<file path="src/rtl/ad56x3_rx.sv">
// AD56x3 three-wire serial receiver: decodes 24-bit SYNC/SCLK/DIN frames
// into emulated DAC state. Optional timing checker: AD56X3_RX_TIMING_CHECK_EN.
module ad56x3_rx #(
    parameter string SIGN_A     = "UNSIGNED",
    parameter string SIGN_B     = "SIGNED",
    parameter int    DATA_WIDTH = 14,
    parameter int    SYNC_MIN   = 5
) (
    input  logic                  clk,
    input  logic                  reset,
    input  logic                  dacSync,
    input  logic                  dacSclk,
    input  logic                  dacDin,
    input  logic                  errClr,
    output logic                  frmValid,
    output logic [2:0]            frmCmd,
    output logic [2:0]            frmAdr,
    output logic [15:0]           frmData,
    output logic [DATA_WIDTH-1:0] dacA,
    output logic [DATA_WIDTH-1:0] dacB,
    output logic                  updA,
    output logic                  updB,
    output logic [3:0]            pwrDn,
    output logic                  refOn,
    output logic                  errAbort,
    output logic                  errTiming
);

    localparam int DW = DATA_WIDTH;
    localparam logic [DW-1:0] MSB = {1'b1, {(DW-1){1'b0}}};
    localparam logic [DW-1:0] XOR_A = (SIGN_A == "SIGNED") ? MSB : '0;
    localparam logic [DW-1:0] XOR_B = (SIGN_B == "SIGNED") ? MSB : '0;

    if (DATA_WIDTH != 12 && DATA_WIDTH != 14 && DATA_WIDTH != 16) begin : g_bad_dw
        $error("ad56x3_rx: DATA_WIDTH must be 12, 14 or 16");
    end
    if (SYNC_MIN < 1 || SYNC_MIN > 255) begin : g_bad_smin
        $error("ad56x3_rx: SYNC_MIN must be 1..255");
    end

    typedef enum logic [1:0] {
        S_WAIT,
        S_IDLE,
        S_SHIFT,
        S_DONE
    } state_t;

    state_t          state_q, state_d;
    logic [2:0]      meta_q, syn_q;
    logic            sclk_prev_q;
    logic [20:0]     sh_q, sh_d;
    logic [4:0]      cnt_q, cnt_d;
    logic            frm_valid_q, frm_valid_d;
    logic [2:0]      frm_cmd_q, frm_cmd_d;
    logic [2:0]      frm_adr_q, frm_adr_d;
    logic [15:0]     frm_data_q, frm_data_d;
    logic [DW-1:0]   in_a_q, in_a_d, in_b_q, in_b_d;
    logic [DW-1:0]   dac_a_q, dac_a_d, dac_b_q, dac_b_d;
    logic            upd_a_q, upd_a_d, upd_b_q, upd_b_d;
    logic [3:0]      pwr_q, pwr_d;
    logic            ref_q, ref_d;
    logic            err_abort_q, err_abort_d;

    logic            sync_s, sclk_s, din_s, sclk_fall;
    logic            abort_set, decode, sel_a, sel_b;
    logic [21:0]     word;
    logic [2:0]      cmd, adr;
    logic [15:0]     data;
    logic [DW-1:0]   code;

    assign sync_s    = syn_q[2];
    assign sclk_s    = syn_q[1];
    assign din_s     = syn_q[0];
    assign sclk_fall = sclk_prev_q & ~sclk_s;

    always_comb begin
        state_d     = state_q;
        sh_d        = sh_q;
        cnt_d       = cnt_q;
        frm_valid_d = 1'b0;
        frm_cmd_d   = frm_cmd_q;
        frm_adr_d   = frm_adr_q;
        frm_data_d  = frm_data_q;
        in_a_d      = in_a_q;
        in_b_d      = in_b_q;
        dac_a_d     = dac_a_q;
        dac_b_d     = dac_b_q;
        upd_a_d     = 1'b0;
        upd_b_d     = 1'b0;
        pwr_d       = pwr_q;
        ref_d       = ref_q;
        abort_set   = 1'b0;
        decode      = 1'b0;
        word        = {sh_q, din_s};
        cmd         = word[21:19];
        adr         = word[18:16];
        data        = word[15:0];
        code        = data[15 -: DATA_WIDTH];
        sel_a       = (adr == 3'b000) || (adr == 3'b111);
        sel_b       = (adr == 3'b001) || (adr == 3'b111);

        unique case (state_q)
            S_WAIT: begin
                if (sync_s) state_d = S_IDLE;
            end
            S_IDLE: begin
                cnt_d = '0;
                if (!sync_s) state_d = S_SHIFT;
            end
            S_SHIFT: begin
                if (sync_s) begin
                    abort_set = 1'b1;
                    state_d   = S_IDLE;
                end else if (sclk_fall) begin
                    sh_d  = {sh_q[19:0], din_s};
                    cnt_d = cnt_q + 5'd1;
                    if (cnt_q == 5'd23) begin
                        decode  = 1'b1;
                        state_d = S_DONE;
                    end
                end
            end
            S_DONE: state_d = S_WAIT;
            default: state_d = S_WAIT;
        endcase

        // The last bit is decoded straight from the synchroniser output.
        if (decode) begin
            frm_valid_d = 1'b1;
            frm_cmd_d   = cmd;
            frm_adr_d   = adr;
            frm_data_d  = data;
            if (sel_a || sel_b) begin
                unique case (cmd)
                    3'b000: begin
                        if (sel_a) in_a_d = code;
                        if (sel_b) in_b_d = code;
                    end
                    3'b001: begin
                        if (sel_a) begin
                            dac_a_d = in_a_q ^ XOR_A;
                            upd_a_d = 1'b1;
                        end
                        if (sel_b) begin
                            dac_b_d = in_b_q ^ XOR_B;
                            upd_b_d = 1'b1;
                        end
                    end
                    3'b010: begin
                        if (sel_a) in_a_d = code;
                        if (sel_b) in_b_d = code;
                        dac_a_d = (sel_a ? code : in_a_q) ^ XOR_A;
                        dac_b_d = (sel_b ? code : in_b_q) ^ XOR_B;
                        upd_a_d = 1'b1;
                        upd_b_d = 1'b1;
                    end
                    3'b011: begin
                        if (sel_a) begin
                            in_a_d  = code;
                            dac_a_d = code ^ XOR_A;
                            upd_a_d = 1'b1;
                        end
                        if (sel_b) begin
                            in_b_d  = code;
                            dac_b_d = code ^ XOR_B;
                            upd_b_d = 1'b1;
                        end
                    end
                    3'b100: begin
                        if (sel_b) pwr_d[3:2] = data[5:4];
                        if (sel_a) pwr_d[1:0] = data[5:4];
                    end
                    3'b101: begin
                        // Clear returns the channels to their reset state.
                        in_a_d  = '0;
                        in_b_d  = '0;
                        dac_a_d = '0;
                        dac_b_d = '0;
                        upd_a_d = 1'b1;
                        upd_b_d = 1'b1;
                        if (data[0]) begin
                            pwr_d = '0;
                            ref_d = 1'b0;
                        end
                    end
                    3'b110: ;
                    3'b111: ref_d = data[0];
                endcase
            end
        end

        err_abort_d = abort_set | (err_abort_q & ~errClr);
    end

    always_ff @(posedge clk or negedge reset) begin
        if (!reset) begin
            state_q     <= S_WAIT;
            meta_q      <= '0;
            syn_q       <= '0;
            sclk_prev_q <= 1'b0;
            sh_q        <= '0;
            cnt_q       <= '0;
            frm_valid_q <= 1'b0;
            frm_cmd_q   <= '0;
            frm_adr_q   <= '0;
            frm_data_q  <= '0;
            in_a_q      <= '0;
            in_b_q      <= '0;
            dac_a_q     <= '0;
            dac_b_q     <= '0;
            upd_a_q     <= 1'b0;
            upd_b_q     <= 1'b0;
            pwr_q       <= '0;
            ref_q       <= 1'b0;
            err_abort_q <= 1'b0;
        end else begin
            state_q     <= state_d;
            meta_q      <= {dacSync, dacSclk, dacDin};
            syn_q       <= meta_q;
            sclk_prev_q <= sclk_s;
            sh_q        <= sh_d;
            cnt_q       <= cnt_d;
            frm_valid_q <= frm_valid_d;
            frm_cmd_q   <= frm_cmd_d;
            frm_adr_q   <= frm_adr_d;
            frm_data_q  <= frm_data_d;
            in_a_q      <= in_a_d;
            in_b_q      <= in_b_d;
            dac_a_q     <= dac_a_d;
            dac_b_q     <= dac_b_d;
            upd_a_q     <= upd_a_d;
            upd_b_q     <= upd_b_d;
            pwr_q       <= pwr_d;
            ref_q       <= ref_d;
            err_abort_q <= err_abort_d;
        end
    end

`ifdef AD56X3_RX_TIMING_CHECK_EN
    localparam logic [7:0] SYNC_MIN_C = 8'(SYNC_MIN);

    logic [7:0] hi_q, hi_d;
    logic [1:0] ph_q, ph_d;
    logic       err_tim_q, err_tim_d;
    logic       tim_set, sclk_chg;

    assign sclk_chg = sclk_s ^ sclk_prev_q;

    always_comb begin
        hi_d    = hi_q;
        ph_d    = ph_q;
        tim_set = 1'b0;
        if (state_q != S_IDLE) hi_d = '0;
        else if (hi_q != 8'hFF) hi_d = hi_q + 8'd1;
        // ph_q holds how many cycles the current SCLK level has lasted.
        if (sclk_chg) ph_d = 2'd1;
        else if (ph_q != 2'd3) ph_d = ph_q + 2'd1;
        if (state_q == S_SHIFT && sclk_chg && ph_q < 2'd2) tim_set = 1'b1;
        if (state_q == S_IDLE && !sync_s && hi_q < SYNC_MIN_C) tim_set = 1'b1;
        err_tim_d = tim_set | (err_tim_q & ~errClr);
    end

    always_ff @(posedge clk or negedge reset) begin
        if (!reset) begin
            hi_q      <= '0;
            ph_q      <= 2'd3;
            err_tim_q <= 1'b0;
        end else begin
            hi_q      <= hi_d;
            ph_q      <= ph_d;
            err_tim_q <= err_tim_d;
        end
    end

    assign errTiming = err_tim_q;
`else
    assign errTiming = 1'b0;
`endif

    assign frmValid = frm_valid_q;
    assign frmCmd   = frm_cmd_q;
    assign frmAdr   = frm_adr_q;
    assign frmData  = frm_data_q;
    assign dacA     = dac_a_q;
    assign dacB     = dac_b_q;
    assign updA     = upd_a_q;
    assign updB     = upd_b_q;
    assign pwrDn    = pwr_q;
    assign refOn    = ref_q;
    assign errAbort = err_abort_q;

endmodule

</file>
<file path="config.mk">
export PLATFORM = sky130hd
export DESIGN_NAME = ad56x3_rx
export DESIGN_NICKNAME = d
export VERILOG_FILES = /design/src/rtl/ad56x3_rx.sv
export SDC_FILE = /design/constraint.sdc
export NUM_CORES = 1
export LEC_CHECK = 0
export CAP_MARGIN = 20
export CORE_MARGIN = 10
export CORE_UTILIZATION = 35
export DETAILED_ROUTE_END_ITERATION = 8
export PLACE_DENSITY = 0.6
export SLEW_MARGIN = 20
export SYNTH_ARGS = -nofsm -noshare
export SYNTH_HDL_FRONTEND = slang
export SYNTH_SLANG_ARGS = --single-unit
</file>
<file path="constraint.sdc">
create_clock -name clk -period 2.7 [get_ports clk]
set_input_delay 0.54 -clock clk [delete_from_list [all_inputs] [get_ports clk]]
set_output_delay 0.54 -clock clk [all_outputs]
set_load 0.005 [all_outputs]
</file>
==> reports/results.ini, run 1 <==
[floorplan]
dieArea_um2=20100
pin_count=66
die_w_um=142
placementRows=44
coreArea_um2=14500
fp.dieH_um=142
start_util_pct=35.6

[cts]
hold_buffers=0
tritoncts=yes
cts_resized=0
clock_sinks=122
insertion_delay_ns=0.41
cts_root_buffer=clkbuf_16
htree_levels=4
clk_pin_slew_ns=0.05
cts_buffer_depth=2
numCtsBuffers=17
post_cts_buffers=0

[timing]
setup_viol=0
max_slew.worst_pin.slew_ns=0.653
final.period_utilization_pct=82.0
setup_tns_ns=0
rsz0062_at_grt=no
fmax_mhz=451
relSlewSlack_pct=56.5
fin_crit_ns=2.22
slew_violations=0
fin_skew_ns=0.00826
hold_viol=0

[setup_path]
crit_type=reg -> reg
cp_max_fo=14
r2r_cells=4
startpoint_type=flip-flop
required_ns=3.05
end_kind=flip-flop
critical_path_arrival_ns=2.56

[detailed_routing]
wire_per_inst_um=16.6
via_per_inst=4.88
first_pass_iters=4
antenna_left=0
vias=3469
drt_wl_total_um=11800
drt_iter0_markers=164
drc=0

[synthesis]
ys_warn_count=0
syn-cell-area_um2=5180
post-synth-top-count-cell=dfrtp_1
ys_ff_latch=122
avgSynthCellArea_um2=11.8
syn_nets=447
synth_flop_cell=dfrtp_1
netlist_top_cells_count=dfrtp_1 (122), nand2_1 (82), o21ai_0 (34)
netlist_instances=440
yosys-top-cells-area=dfrtp_1 (59%), mux2_2 (7.0%), nand2_1 (5.9%)
synth-edff-count=0
netlist.area_leader.share_pct=59.0
yosys.area.top_type=dfrtp_1
yosysUniqueCellTypes=44
ys_async_sr_fraction_pct=100
seq_area_frac_synth_pct=59.0

[finish]
fillers=1355
drive_gt1_share_pct=16.9
nets=521
syn_to_final_growth_pct=28.1
diodes=0
finalNonFillerCells=711

[power_and_ir_drop]
p_leak_nw=3.16
ir_drop_uv=416
p_per_area_nw_per_um2=630

[placed_design]
gp_congestion=0.831
dp_cells=679
hpwl_um=8150
port_buffers=64

[grt]
grt_start_max_net_pins=54
overflow=0
grtUsageTotal_pct=12.5
grt_antenna_before_repair=0
grt_pass1_wl_um=19800
first_global_vias=3683

[run_status]
status=completed

[job]
cap_violations=0

[hold_path]
hp-class=in -> async

-- stage by stage --
step / hold slack, ns / setup WS, ns / total power, mW / util (%) / cell area, µm²
final: 0.146 / 0.485 / 4.18 / 45.7 / 6640
after global routing: 0.178 / 0.421 / 4.34 / 45.7 / 6640
after global placement: 0.335 / 0.610 / 1.97 / 41.6 / 6040
after CTS: 0.153 / 0.524 / 4.24 / 45.7 / 6640
after floorplan: 0.244 / 0.732 / 1.91 / - / 5180
after detailed placement: 0.337 / 0.574 / 1.97 / 41.6 / 6040
-- registers in the layout, indices dropped and copies added (netlist names), 2 cells and up --
register and count:
sh_q 21, frmData 16, dacA 14, dacB 14, in_a_q 14, in_b_q 14
cnt_q 5, pwrDn 4, frmAdr 3, frmCmd 3, meta_q 3, syn_q 3
state_q 2
-- final cells by class --
cell class              count  area (µm²)  area share [%]
multi-input cells         271        1900            28.7
flip-flops and latches    122        3050            46.0
clock buffers              25         505            7.62
well taps                 184         230            3.47
repair buffers             81         778            11.7
inverters                  21        78.8            1.19
clock inverters             7        87.6            1.32
-- metal layers --
layer / track usage, % / share of wire (%)
met4: 4.52 / 1.4
met1: 15.7 / 45
met3: 4.47 / 5.5
met5: 0 / 0
met2: 19.2 / 48
-- cell usage in the layout, fill, tap and decap left out, types with 2 or more instances in the layout --
cell type        count
or3_1                2
clkdlybuf4s50_1     63
clkbuf_1             3
clkbuf_8             5
nand3_1              6
nor4_1               2
nand2_1             82
o21ai_0             34
inv_1               21
o211ai_1             2
o41ai_1              2
nor2_1               5
nor2b_1              5
nand2b_1             3
a211o_1              4
mux2_2              32
a21oi_1              8
buf_4               17
mux2i_1             28
mux2_1               5
clkinv_2             4
clkbuf_16           17
bufinv_16            2
dfrtp_1            122
a22o_1              28
o22ai_1              2
nor4_2               2
-- cells by family after synthesis --
logic type / count (synthesis) / synth area share [%]
DFF: 122 / 59.0
other: 1 / 0.0724
adders and majority gates: 1 / 0.242
xor gates and xnor gates: 2 / 0.338
buffers and inverters: 47 / 4.30
muxes: 65 / 13.5
AOI/OAI and AO/OA: 86 / 12.0
and+or+nand+nor: 116 / 10.7
-- worst paths after layout --
path	start	to	slack, ns
max	sh_q[15]	in_a_q[7]	0.48
min in group clk	meta_q[2]	syn_q[2]	0.34
max in group asynchronous	reset	dacB[1]	1.80
min	reset	dacB[12]	0.15
min reg2reg	meta_q[2]	syn_q[2]	0.34
max reg2reg	sh_q[15]	in_a_q[7]	0.48
-- power by group --
| group | internal [mW] | switching, mW | total (mW) | leakage [nW] |
|---|---|---|---|---|
| logic | 0.0222 | 0.0518 | 0.0740 | 1.18 |
| clock network | 1.47 | 0.772 | 2.25 | 0.293 |
| registers | 1.85 | 0.0146 | 1.86 | 1.68 |
-- critical path, stage by stage, from the launching register on --
cell     delay, ns
dfrtp_1       0.49
and3_1        0.28
nor2_1        0.51
a211o_1       0.61
a22o_1        0.25
Note: power is estimated with default switching activity, not from simulation.
==> inputs of run 2 (changes only) <==
clock period = 2.1 ns   (was 2.7 ns; I/O delays follow)
==> run 2 against run 1 <==
Cell count is 1.1% higher. Clock-buffer cell count down 6. First-iteration DRC count increased by 32%. Hold slack lost 0.14 ns. Largest cell class unchanged. Highest routed layer unchanged.
==> reports/results.ini, run 2 (synthesized netlist as in run 1, its figures left out) <==
[detailed_routing]
vias=3577  ; was 3,469
antenna_left=0  ; unchanged
via_per_inst=4.97  ; was 4.88
drt_wl_total_um=12200  ; was 11,800 µm
drc=0  ; unchanged
first_pass_iters=5  ; was 4
drt_iter0_markers=217  ; was 164
wire_per_inst_um=16.9  ; was 16.6 µm

[finish]
drive_gt1_share_pct=19.8  ; was 16.9%
fillers=1307  ; was 1,355
syn_to_final_growth_pct=31.9  ; was 28.1%
diodes=0  ; unchanged
final_cell_mix=dfrtp_1 (120), nand2_1 (82), clkdlybuf4s50_1 (63)  ; was dfrtp_1 (122), nand2_1 (82), clkdlybuf4s50_1 (63)
nets=529  ; was 521
mostFrequentLayoutCell=dfrtp_1  ; unchanged
largest_reg_flops=21  ; unchanged
regMostFlops=sh_q  ; unchanged
final_cell_area_um2=6830  ; was 6640 µm²

[timing]
fin_crit_ns=2.01  ; was 2.22 ns
slew_violations=0  ; unchanged
timing.hold.ws_ns=0.00944  ; was 0.146 ns
fin_skew_ns=0.00844  ; was 0.00826 ns
fmax_mhz=498  ; was 451 MHz
final.period_utilization_pct=95.6  ; was 82.0%
setup_viol=0  ; unchanged
hold_viol=0  ; unchanged
max_slew.worst_pin.slew_ns=0.651  ; was 0.653 ns
layout_setup_ws_ns=0.0926  ; was 0.485 ns
relSlewSlack_pct=56.4  ; was 56.5%

[run_status]
status=completed  ; unchanged

[placed_design]
pre_cts_slack_ns=0.000219  ; was 0.574 ns
hpwl_um=8380  ; was 8150 µm
gp_congestion=0.823  ; was 0.831
place_area_um2=6140  ; was 6040 µm²
port_buffers=64  ; unchanged

[setup_path]
startpoint_type=flip-flop  ; unchanged
crit_type=reg -> reg  ; unchanged
cp_max_fo=15  ; was 14
crit_start=syn_q[1]  ; was sh_q[15]
critical_path_arrival_ns=2.30  ; was 2.56 ns
rr_startpoint=syn_q[1]  ; was sh_q[15]
required_ns=2.39  ; was 3.05 ns
end_kind=flip-flop  ; unchanged

[cts]
clk_pin_slew_ns=0.06  ; was 0.05 ns
clock_sinks=122  ; unchanged
insertion_delay_ns=0.41  ; about the same
tritoncts=yes  ; unchanged
cts_buffer_depth=2  ; unchanged
numCtsBuffers=17  ; unchanged
cts_root_buffer=clkbuf_16  ; unchanged
htree_levels=4  ; unchanged

[job]
cap_violations=0  ; unchanged

[grt]
grt_pass1_wl_um=19800  ; about the same
grt_start_max_net_pins=44  ; was 54
overflow=0  ; unchanged
first_global_vias=3693  ; was 3,683
grt_antenna_before_repair=0  ; unchanged
grtUsageTotal_pct=12.5  ; about the same

[floorplan]
fp.dieH_um=142  ; unchanged
die_w_um=142  ; unchanged
start_util_pct=35.6  ; unchanged
placementRows=44  ; unchanged
pin_count=66  ; unchanged
dieArea_um2=20100  ; unchanged
coreArea_um2=14500  ; unchanged

[power_and_ir_drop]
total_power_mw=5.66  ; was 4.18 mW
p_per_area_nw_per_um2=828  ; was 630 nW/µm²
ir_drop_uv=535  ; was 416 µV
p_leak_nw=3.24  ; was 3.16 nW

[hold_path]
hp-class=in -> async  ; unchanged

==> run 2: report_power, final <==
group          switching, mW  internal (mW)  leakage (nW)  total, mW
clock                   1.04           2.13         0.312       3.17
combinational         0.0675         0.0322          1.24     0.0997
sequential            0.0181           2.37          1.68       2.39
==> run 2: stage by stage <==
stage,cells,util [%],TNS [ns]
finish,719,47.0,0
global route,719,47.0,-0.00261
CTS,715,46.6,-0.00873
detailed placement,683,42.2,0
global placement,683,42.2,0
floorplan,440,-,0
==> run 2: layout make-up <==
| class | count | area [µm²] | share of cell area (%) |
|---|---|---|---|
| Clock buffer | 19 | 443 | 6.48 |
| Timing Repair Buffer | 89 | 901 | 13.2 |
| Tap cell | 184 | 230 | 3.37 |
| Multi-Input combinational cell | 271 | 1930 | 28.2 |
| Clock inverter | 13 | 199 | 2.91 |
| Sequential cell | 122 | 3060 | 44.7 |
| Inverter | 21 | 78.8 | 1.15 |
==> run 2: timing repair <==
action | CTS | global route
setup buffers | 0 | 4
hold buffers | 0 | 0
endpoints found under the hold margin | 0 | 0
gates cloned | 0 | 0
setup endpoints to repair | 2 | 46
gates resized for setup | 0 | 7
pin swaps | 0 | 2
==> run 2: worst paths after layout <==
path | end | cells past startpoint | slack, ns
max reg2reg | dacA[7] | 6 | 0.09
min in group clk | syn_q[1] | 0 | 0.35
min reg2reg | syn_q[1] | 0 | 0.35
max | dacA[7] | 6 | 0.09
min | dacA[10] | 1 | 0.009
max in group asynchronous | sh_q[15] | 2 | 1.45
==> run 2: worst max-delay path: stages, from the launching register on <==
cell,delay [ns]
dfrtp_1,0.39
and4bb_2,0.36
nand4_4,0.15
buf_4,0.19
a211oi_4,0.24
buf_12,0.20
mux2_2,0.34
==> run 2: per-layer routing <==
layer  track usage [%]  share of wire, %
met5                 0                 0
met4              3.77               1.3
met3              4.37               6.1
met2              20.1                49
met1              15.4                43
==> inputs of run 3 (changes only) <==
CAP_MARGIN = 10   (was 20)
==> results of run 3 <==
The final DEF is identical to that of run 2; final timing and power are the same.
